==> src/rtl/vend_pkg.sv <==
// vend_pkg: definitions shared by the vend dispense scheduler slice.
//   state_t   : scheduler FSM states
//   ITEM_A/B  : item select encoding carried on item_b
//   CHG_W_DEF : default width of a per-station change count
package vend_pkg;

    typedef enum logic [2:0] {
        IDLE,
        DISP,
        CHG_ON,
        CHG_OFF,
        DONE
    } state_t;

    localparam logic ITEM_A = 1'b0;
    localparam logic ITEM_B = 1'b1;

    localparam int CHG_W_DEF = 2;

endpackage

==> src/rtl/vend_dispense_sched_if.sv <==
// vend_dispense_sched_if: station-side bus of the dispense scheduler.
//   req, item_b, chg_cnt0, chg_cnt1 : station requests and vend parameters
//   gnt, done                       : per-station grant and completion pulse
//   disp_A, disp_B, change, busy    : mechanism drives and activity flag
// master = vend stations, slave = scheduler.
interface vend_dispense_sched_if #(
    parameter int CHG_W = vend_pkg::CHG_W_DEF
);
    logic [1:0]       req;
    logic [1:0]       item_b;
    logic [CHG_W-1:0] chg_cnt0;
    logic [CHG_W-1:0] chg_cnt1;
    logic [1:0]       gnt;
    logic [1:0]       done;
    logic             disp_A;
    logic             disp_B;
    logic             change;
    logic             busy;

    modport master (
        output req, item_b, chg_cnt0, chg_cnt1,
        input  gnt, done, disp_A, disp_B, change, busy
    );

    modport slave (
        input  req, item_b, chg_cnt0, chg_cnt1,
        output gnt, done, disp_A, disp_B, change, busy
    );
endinterface

==> src/rtl/vend_dispense_sched_rr_arb2.sv <==
// rr_arb2: combinational two-requester round-robin picker.
//   req[1:0]  : requests
//   last      : station served most recently
//   pick[1:0] : one-hot winner (zero when nothing requests)
//   any       : at least one request present
module rr_arb2 (
    input  logic [1:0] req,
    input  logic       last,
    output logic [1:0] pick,
    output logic       any
);
    always_comb begin
        pick = '0;
        case (req)
            2'b01:   pick = 2'b01;
            2'b10:   pick = 2'b10;
            // Contention goes to the station not served last.
            2'b11:   pick = last ? 2'b01 : 2'b10;
            default: pick = '0;
        endcase
        any = |req;
    end
endmodule

==> src/rtl/vend_dispense_sched.sv <==
// vend_dispense_sched: grants the shared dispenser/hopper to one of two
// stations, runs the motor pulse and change-coin pulses, then pulses done.
//   clk, rst : clock, synchronous active-high reset
//   bus      : station bus (slave side), see vend_dispense_sched_if
// All outputs are registered: they are computed from the next state.
module vend_dispense_sched
    import vend_pkg::*;
#(
    parameter int DISP_CYC = 2,
    parameter int CHG_W    = CHG_W_DEF
) (
    input  logic                  clk,
    input  logic                  rst,
    vend_dispense_sched_if.slave  bus
);
    localparam logic [3:0] DCNT_INIT = 4'(DISP_CYC - 1);

    state_t           state_q, state_d;
    logic             sel_q, sel_d;
    logic             itm_q, itm_d;
    logic [CHG_W-1:0] cnt_q, cnt_d;
    logic [3:0]       dcnt_q, dcnt_d;
    logic             last_q, last_d;

    logic [1:0] gnt_q, gnt_d;
    logic [1:0] done_q, done_d;
    logic       disp_a_q, disp_a_d;
    logic       disp_b_q, disp_b_d;
    logic       change_q, change_d;
    logic       busy_q, busy_d;

    logic [1:0] pick;
    logic       any;
    logic [1:0] sel_oh;

    rr_arb2 u_arb (
        .req  (bus.req),
        .last (last_q),
        .pick (pick),
        .any  (any)
    );

    always_comb begin
        state_d = state_q;
        sel_d   = sel_q;
        itm_d   = itm_q;
        cnt_d   = cnt_q;
        dcnt_d  = dcnt_q;
        last_d  = last_q;

        case (state_q)
            IDLE: begin
                if (any) begin
                    sel_d   = pick[1];
                    itm_d   = bus.item_b[pick[1]];
                    cnt_d   = pick[1] ? bus.chg_cnt1 : bus.chg_cnt0;
                    dcnt_d  = DCNT_INIT;
                    state_d = DISP;
                end
            end
            DISP: begin
                if (dcnt_q != '0) begin
                    dcnt_d = dcnt_q - 4'd1;
                end else begin
                    state_d = (cnt_q == '0) ? DONE : CHG_ON;
                end
            end
            CHG_ON: begin
                cnt_d   = cnt_q - CHG_W'(1);
                state_d = CHG_OFF;
            end
            CHG_OFF: begin
                state_d = (cnt_q == '0) ? DONE : CHG_ON;
            end
            DONE: begin
                last_d  = sel_q;
                state_d = IDLE;
            end
            default: state_d = IDLE;
        endcase

        // Outputs decode the state being entered so they appear registered.
        sel_oh   = sel_d ? 2'b10 : 2'b01;
        busy_d   = (state_d != IDLE);
        gnt_d    = busy_d ? sel_oh : '0;
        done_d   = (state_d == DONE) ? sel_oh : '0;
        disp_a_d = (state_d == DISP) && (itm_d == ITEM_A);
        disp_b_d = (state_d == DISP) && (itm_d == ITEM_B);
        change_d = (state_d == CHG_ON);
    end

    always_ff @(posedge clk) begin
        if (rst) begin
            state_q  <= IDLE;
            sel_q    <= 1'b0;
            itm_q    <= 1'b0;
            cnt_q    <= '0;
            dcnt_q   <= '0;
            last_q   <= 1'b1;
            gnt_q    <= '0;
            done_q   <= '0;
            disp_a_q <= 1'b0;
            disp_b_q <= 1'b0;
            change_q <= 1'b0;
            busy_q   <= 1'b0;
        end else begin
            state_q  <= state_d;
            sel_q    <= sel_d;
            itm_q    <= itm_d;
            cnt_q    <= cnt_d;
            dcnt_q   <= dcnt_d;
            last_q   <= last_d;
            gnt_q    <= gnt_d;
            done_q   <= done_d;
            disp_a_q <= disp_a_d;
            disp_b_q <= disp_b_d;
            change_q <= change_d;
            busy_q   <= busy_d;
        end
    end

    assign bus.gnt    = gnt_q;
    assign bus.done   = done_q;
    assign bus.disp_A = disp_a_q;
    assign bus.disp_B = disp_b_q;
    assign bus.change = change_q;
    assign bus.busy   = busy_q;

endmodule

==> src/flat_wrapper.sv <==
// flat-port wrapper written by rule: the top's interface ports become plain ports
module vend_dispense_sched_flat import vend_pkg::*;
#(
    parameter int DISP_CYC = 2,
    parameter int CHG_W    = CHG_W_DEF
)
  (clk, rst, bus_req, bus_item_b, bus_chg_cnt0, bus_chg_cnt1, bus_gnt, bus_done, bus_disp_A, bus_disp_B, bus_change, bus_busy);
  vend_dispense_sched_if #(.CHG_W(CHG_W)) bus_i ();
  input  logic clk;
  input  logic rst;
  input wire logic [$bits(bus_i.req)-1:0] bus_req;
  input wire logic [$bits(bus_i.item_b)-1:0] bus_item_b;
  input wire logic [$bits(bus_i.chg_cnt0)-1:0] bus_chg_cnt0;
  input wire logic [$bits(bus_i.chg_cnt1)-1:0] bus_chg_cnt1;
  output wire logic [$bits(bus_i.gnt)-1:0] bus_gnt;
  output wire logic [$bits(bus_i.done)-1:0] bus_done;
  output wire logic [$bits(bus_i.disp_A)-1:0] bus_disp_A;
  output wire logic [$bits(bus_i.disp_B)-1:0] bus_disp_B;
  output wire logic [$bits(bus_i.change)-1:0] bus_change;
  output wire logic [$bits(bus_i.busy)-1:0] bus_busy;
  assign bus_i.req = bus_req;
  assign bus_i.item_b = bus_item_b;
  assign bus_i.chg_cnt0 = bus_chg_cnt0;
  assign bus_i.chg_cnt1 = bus_chg_cnt1;
  assign bus_gnt = bus_i.gnt;
  assign bus_done = bus_i.done;
  assign bus_disp_A = bus_i.disp_A;
  assign bus_disp_B = bus_i.disp_B;
  assign bus_change = bus_i.change;
  assign bus_busy = bus_i.busy;
  vend_dispense_sched #(.DISP_CYC(DISP_CYC), .CHG_W(CHG_W)) u_core (.clk(clk), .rst(rst), .bus(bus_i));
endmodule
==> config.mk <==
export PLATFORM = sky130hd
export DESIGN_NAME = vend_dispense_sched_flat
export DESIGN_NICKNAME = d
export VERILOG_FILES = /design/src/rtl/vend_pkg.sv /design/src/rtl/vend_dispense_sched_if.sv /design/src/rtl/vend_dispense_sched_rr_arb2.sv /design/src/rtl/vend_dispense_sched.sv /design/src/flat_wrapper.sv
export SDC_FILE = /design/constraint.sdc
export NUM_CORES = 1
export LEC_CHECK = 0
export BUFFER_PORTS_ARGS = -buffer_cell sky130_fd_sc_hd__buf_2
export CAP_MARGIN = 20
export CORE_MARGIN = 2
export CORE_UTILIZATION = 50
export DETAILED_ROUTE_END_ITERATION = 6
export PLACE_DENSITY = 0.79
export SLEW_MARGIN = 25
export SYNTH_ARGS = -nofsm -noshare
export SYNTH_HDL_FRONTEND = slang
export SYNTH_SLANG_ARGS = --single-unit
==> constraint.sdc <==
create_clock -name clk -period 1.8 [get_ports clk]
set_input_delay 0.36 -clock clk [delete_from_list [all_inputs] [get_ports clk]]
set_output_delay 0.36 -clock clk [all_outputs]
set_load 0.01 [all_outputs]
== Word level (Yosys, flattened, before mapping) ==
Cells that the tools add are included.
Operators by class
  add/subtract/negate cells: 2
  magnitude comparators: 1
  equal/unequal tests: 12
  mux-type cells: 19
  bitwise logic cells: 3
  reduce and logical (&&, ||, !) cells: 13
Operators by type and width (count)
  $pmux 3 s4: 1
  $eq 3x2->1 const B: 3
  $mux 3: 3
  $mux 2: 4
  $mux 4: 2
  $pmux 4 s2: 1
  $eq 3x1->1 const B: 2
  $eq 3x3->1 const B: 2
  $mux 1: 6
  $pmux 2 s3: 1
  $reduce_or 2->1: 3
  $eq 2x2->1 const B: 2
  $ne 2x1->1 const B: 2
  $pmux 2 s2: 1
  $reduce_bool 2->1: 2
  $reduce_bool 4->1: 1
  $sub 4x1->4 const B: 1
  $logic_not 3->1: 1
  $not 1->1: 3
  $reduce_and 3->1: 1
  $reduce_bool 3->1: 1
  $eq 2x1->1 const B: 1
  $logic_and 1x1->1: 2
  $logic_not 2->1: 1
  other kinds (3): 3
Storage, ports and cells
  flip-flop bits (word level): 20
  bits of input ports: 10
  output and inout bits: 8
  logic and storage cells: 62

== Depth between registers and ports, before layout ==
  word-level depth: 8
  mapped depth: 6
  mapped depth without buffers: 6

== Hierarchy ==
A second synthesis with hierarchy kept.
Unflattened totals
  cell total of the unflattened synthesis: 95
  area total of the unflattened synthesis: 922.1 µm²
Modules (own cells, without submodules)
  vend_dispense_sched: times used 1, cells an instance 91, area an instance 897.1 µm², seq. area each 400.4 µm²
  rr_arb2: times used 1, cells an instance 4, area an instance 25.0 µm², seq. area each 0.0 µm²

== Worst setup path before layout ==
OpenSTA, ideal clock, no wires.
  path kind: reg-to-reg
  start: reg u_core.dcnt_q[0]
  end: reg u_core.dcnt_q[2]
  library setup time: 0.131 ns
  arrival time: 1.273 ns
  data required time: 1.669 ns
  setup slack: 0.397 ns
  stages on the path, launching flop included: 7
  buffers on the path: 0
  period minus slack after synthesis: 1.403 ns
  cells stage by stage: dfxtp_1 > inv_1 > ha_1 > nor3b_4 > nor4b_1 > xnor2_1 > nor3_1
Between the ends
  cells in the longest elaborated chain, start to end: 3
  elaborated cells between the ends (all ways): 6
  classes of those cells: add/sub (1); eq/ne (1); mux (2); reduce/logical (2)
Ends and longest elaborated chain
  from (decl): RTL line vend_dispense_sched.sv:22  | logic [3:0] dcnt_q, dcnt_d;
  from (signal assigned): RTL line vend_dispense_sched.sv:111  | dcnt_q <= dcnt_d;
  $sub 4x1->4 / $reduce_bool 4->1 (equally long branches): RTL line vend_dispense_sched.sv:63, vend_dispense_sched.sv:62
  $mux 4 / $ne 2x1->1 (equally long branches)
  $pmux 4 s2 / $reduce_and 3->1 (equally long branches)
Several ways; a longest one is shown, not always the timed one. The select of a mux whose other input is x is not followed.
A chain may end at the register's enable or synchronous reset.

== Worst setup path in the final report ==
  start: reg u_core.dcnt_q[0]
  end: reg u_core.change_q (netlist: u_core.bus.change)
Between the ends
  cells in the longest elaborated chain, start to end: 4
Ends and longest elaborated chain
  $reduce_bool 4->1: RTL line vend_dispense_sched.sv:62  | if (dcnt_q != '0) begin
  $mux 3: RTL line vend_dispense_sched.sv:62
  $pmux 3 s4: RTL line vend_dispense_sched.sv:51  | case (state_q)
  $eq 3x2->1: RTL line vend_dispense_sched.sv:89  | change_d = (state_d == CHG_ON);
  to (signal assigned): RTL line vend_dispense_sched.sv:117  | change_q <= change_d;
  to (decl): RTL line vend_dispense_sched.sv:29  | logic change_q, change_d;
No other way between the ends.

==> flow_metrics.tcl <==
set metrics [dict create \
    synthesis.instances 95 \
    cp_max_fo 7 \
    numPortBuffers 17 \
    maxCapViolCount 0 \
    grt_remaining_overflow 0 \
    dp_cells 134 \
    io_pins 18 \
    insertion_delay_ns 0.30 \
    slew-limit-headroom_pct 65.9 \
    placed_area_um2 1030 \
    wl_mm 1.75 \
    ys_ff_latch 20 \
    internal-power_mw 0.902 \
    crit_buf_inv 1 \
    grt_max_degree 13 \
    crit_path_start_kind "flop" \
    fin_skew_ns 0.0169 \
    setup_tns_ns 0 \
    ir_worst_vdd_mv 0.781 \
    crit_chain "inv_1 > ha_1 > nor3b_4 > a21oi_2 > a2111oi_4 > o21a_1" \
    grt_usage_pct 19.3 \
    arrival_ns 1.87 \
    remaining_drc_errors 0 \
    p_seq_share_pct 44.3 \
    nets 127 \
    pwr-share-clk_pct 13.7 \
    initial_core_util_pct 53.4 \
    path_clk_slew_ns 0.10 \
    hp-class "in2reg" \
    cts_htree_levels 1 \
    cts_root_buf "clkbuf_4" \
    rows 15 \
    min_period_ns 1.63 \
    p_leak_nw 0.447 \
    pwr-share-comb_pct 42.0 \
    drv_slew 0 \
    cts_max_path_buffers 2 \
    numCtsBuffers 3 \
    design_area_um2 1060 \
    ant_nets 0 \
    powerDensity_nw_per_um2 1360 \
    clock.fmax_mhz 613 \
    p_total_mw 1.44 \
    coreArea_um2 1750 \
    vias_per_cell 5.48 \
    ys_warn_count 0 \
    cts_resized 0 \
    dieArea_um2 2230 \
    ys_types 40 \
    synthToLayoutAreaGrowth_pct 13.4 \
    p_sw_mw 0.541 \
    cp_slowest_cell "nor3b_4" \
    post-cts-setup-buffers 0 \
    vias 751 \
    critPathKind "reg2reg" \
    drive_gt1_share_pct 28.6 \
    die_w_um 47.2 \
    rsz0062_at_grt "false" \
    place_hpwl_mm 1.38 \
    tightest_slew_ns 0.511 \
    cp_data_required_time_ns 2.03 \
    critPathCaptureType "flop" \
    synth.net_count 108 \
    avgSynthCellArea_um2 9.81 \
    setup_viol 0 \
    status "finished, final reports clean" \
    gp_congestion 0.846 \
    layout.cells.non_filler 137 \
    first_iter_violations 15 \
    hold_buffers 0 \
    critPathTopFamily "compound AO/OA/AOI/OAI gates" \
    switching_share_pct 37.5 \
    antenna_found_initial 0 \
    antennaDiodeCount 0 \
    critical_path.max_stage_delay_ns 0.36 \
    final_hold_viol_count 0 \
    grt_pass1_wl_mm 2.93 \
    post-route-period-util_pct 90.7 \
    cts_tree "done" \
    fill_cells 158 \
    wl_per_cell_um 12.8 \
    firstDrtPassIters 4 \
    yosysSeqAreaShare_pct 43.0 \
    die_h_um 47.2 \
    synth_area_um2 932 \
    grt_pass1_vias 703 \
    cts.sinks 20 \
    holdWs_ns 0.389 \
]
metrics by stage:
step	utilization, %	setup slack [ns]
finish	60.6	0.168
global route	60.6	0.0563
CTS	60.6	0.180
detailed placement	59.3	0.221
global placement	59.3	0.280
floorplan	-	0.397
state kept, by name (all words and copies together) (netlist names):
register	count
u_core.itm_q	1
u_core.sel_q	1
u_core.cnt_q	2
u_core.state_q	3
u_core.bus.disp_B	1
u_core.bus.busy	1
u_core.dcnt_q	4
u_core.last_q	1
u_core.bus.gnt	2
u_core.bus.change	1
u_core.bus.disp_A	1
u_core.bus.done	2
power by group through the flow:
stage	Sequential (mW)	Clock [mW]	Combinational [mW]
floorplan	0.620	0	0.488
global placement	0.644	0	0.576
detailed placement	0.649	0	0.604
CTS	0.638	0.207	0.605
global route	0.652	0.219	0.673
finish	0.640	0.197	0.606
kinds of logic (layout without fill, tap and decap cells):
group	after synthesis	in the layout	share of synthesized area, %
simple gates	37	37	25.2
flops	20	20	43.0
compound gates	18	18	16.5
buf+inv	12	29	5.91
fa+ha+maj	3	3	4.03
mux	3	3	3.49
xor+xnor	2	2	1.88
layer usage:
layer / global-route usage (%) / wire [um] / vias up
met1: 19.9 / 714 / 359
met2: 34.2 / 919 / 18
met5: 0 / 0 / -
met3: 7.31 / 86 / 4
li1: - / - / 370
met4: 8.89 / 29 / 0
worst reg2reg max path: cells and delay by family, from the launching register on:
| family | cells | cell delay, ns |
|---|---|---|
| DFF | 1 | 0.35 |
| adders and majority gates | 1 | 0.15 |
| buffers and inverters | 1 | 0.09 |
| and+or+nand+nor | 1 | 0.36 |
| AOI/OAI and AO/OA | 3 | 0.62 |
layout make-up:
class	instances	area (um2)	area share, %
timing repair buffer	19	100	9.47
sequential	20	400	37.9
tap	25	31.3	2.96
clock buffer	3	22.5	2.13
inverter	7	26.3	2.49
multi-input combinational	63	477	45.1
cell usage after synthesis, drive strengths merged:
cell type | number | area [um2]
a2111oi | 1 | 27.5
a211oi | 1 | 7.51
a21boi | 2 | 18.8
a21oi | 5 | 28.8
a221oi | 1 | 8.76
a22oi | 1 | 7.51
a311o | 1 | 10.0
and2 | 1 | 6.26
and3 | 2 | 12.5
and4b | 1 | 10.0
buf | 4 | 25.0
clkbuf | 1 | 3.75
dfxtp | 20 | 400
ha | 3 | 37.5
inv | 7 | 26.3
mux2 | 2 | 22.5
mux2i | 1 | 10.0
nand2 | 4 | 15.0
nand2b | 1 | 13.8
nand3b | 2 | 15.0
nor2 | 8 | 30.0
nor2b | 2 | 12.5
nor3 | 9 | 50.1
nor3b | 1 | 18.8
nor4 | 2 | 18.8
nor4b | 1 | 8.76
nor4bb | 1 | 10.0
o2111ai | 1 | 8.76
o21a | 1 | 7.51
o21ai | 2 | 10.0
o21ba | 1 | 10.0
o32ai | 1 | 8.76
or2b | 1 | 7.51
or3 | 1 | 6.26
xnor2 | 2 | 17.5
layout by cell type (no fill, tap or decap), types with 2 or more instances in the layout:
cell type  count
nor2b_1        2
ha_1           3
clkbuf_4       3
a21oi_1        4
nand3b_1       2
nor2_1         8
nor3_1         8
and3_1         2
nand2_1        4
buf_4          2
buf_2         17
o21ai_0        2
dfxtp_1       20
xnor2_1        2
inv_1          7
mux2_2         2
worst paths after layout:
| kind | from | endpoint | cells after the start | slack, ns |
|---|---|---|---|---|
| worst max-delay path | u_core.dcnt_q[0] | u_core.bus.change | 6 | 0.17 |
| worst min-delay path | rst | u_core.itm_q | 2 | 0.39 |
| worst max register to register | u_core.dcnt_q[0] | u_core.bus.change | 6 | 0.17 |
| worst min register to register | u_core.dcnt_q[0] | u_core.dcnt_q[0] | 1 | 0.51 |
No activity file was read; power rests on OpenSTA's default activity.
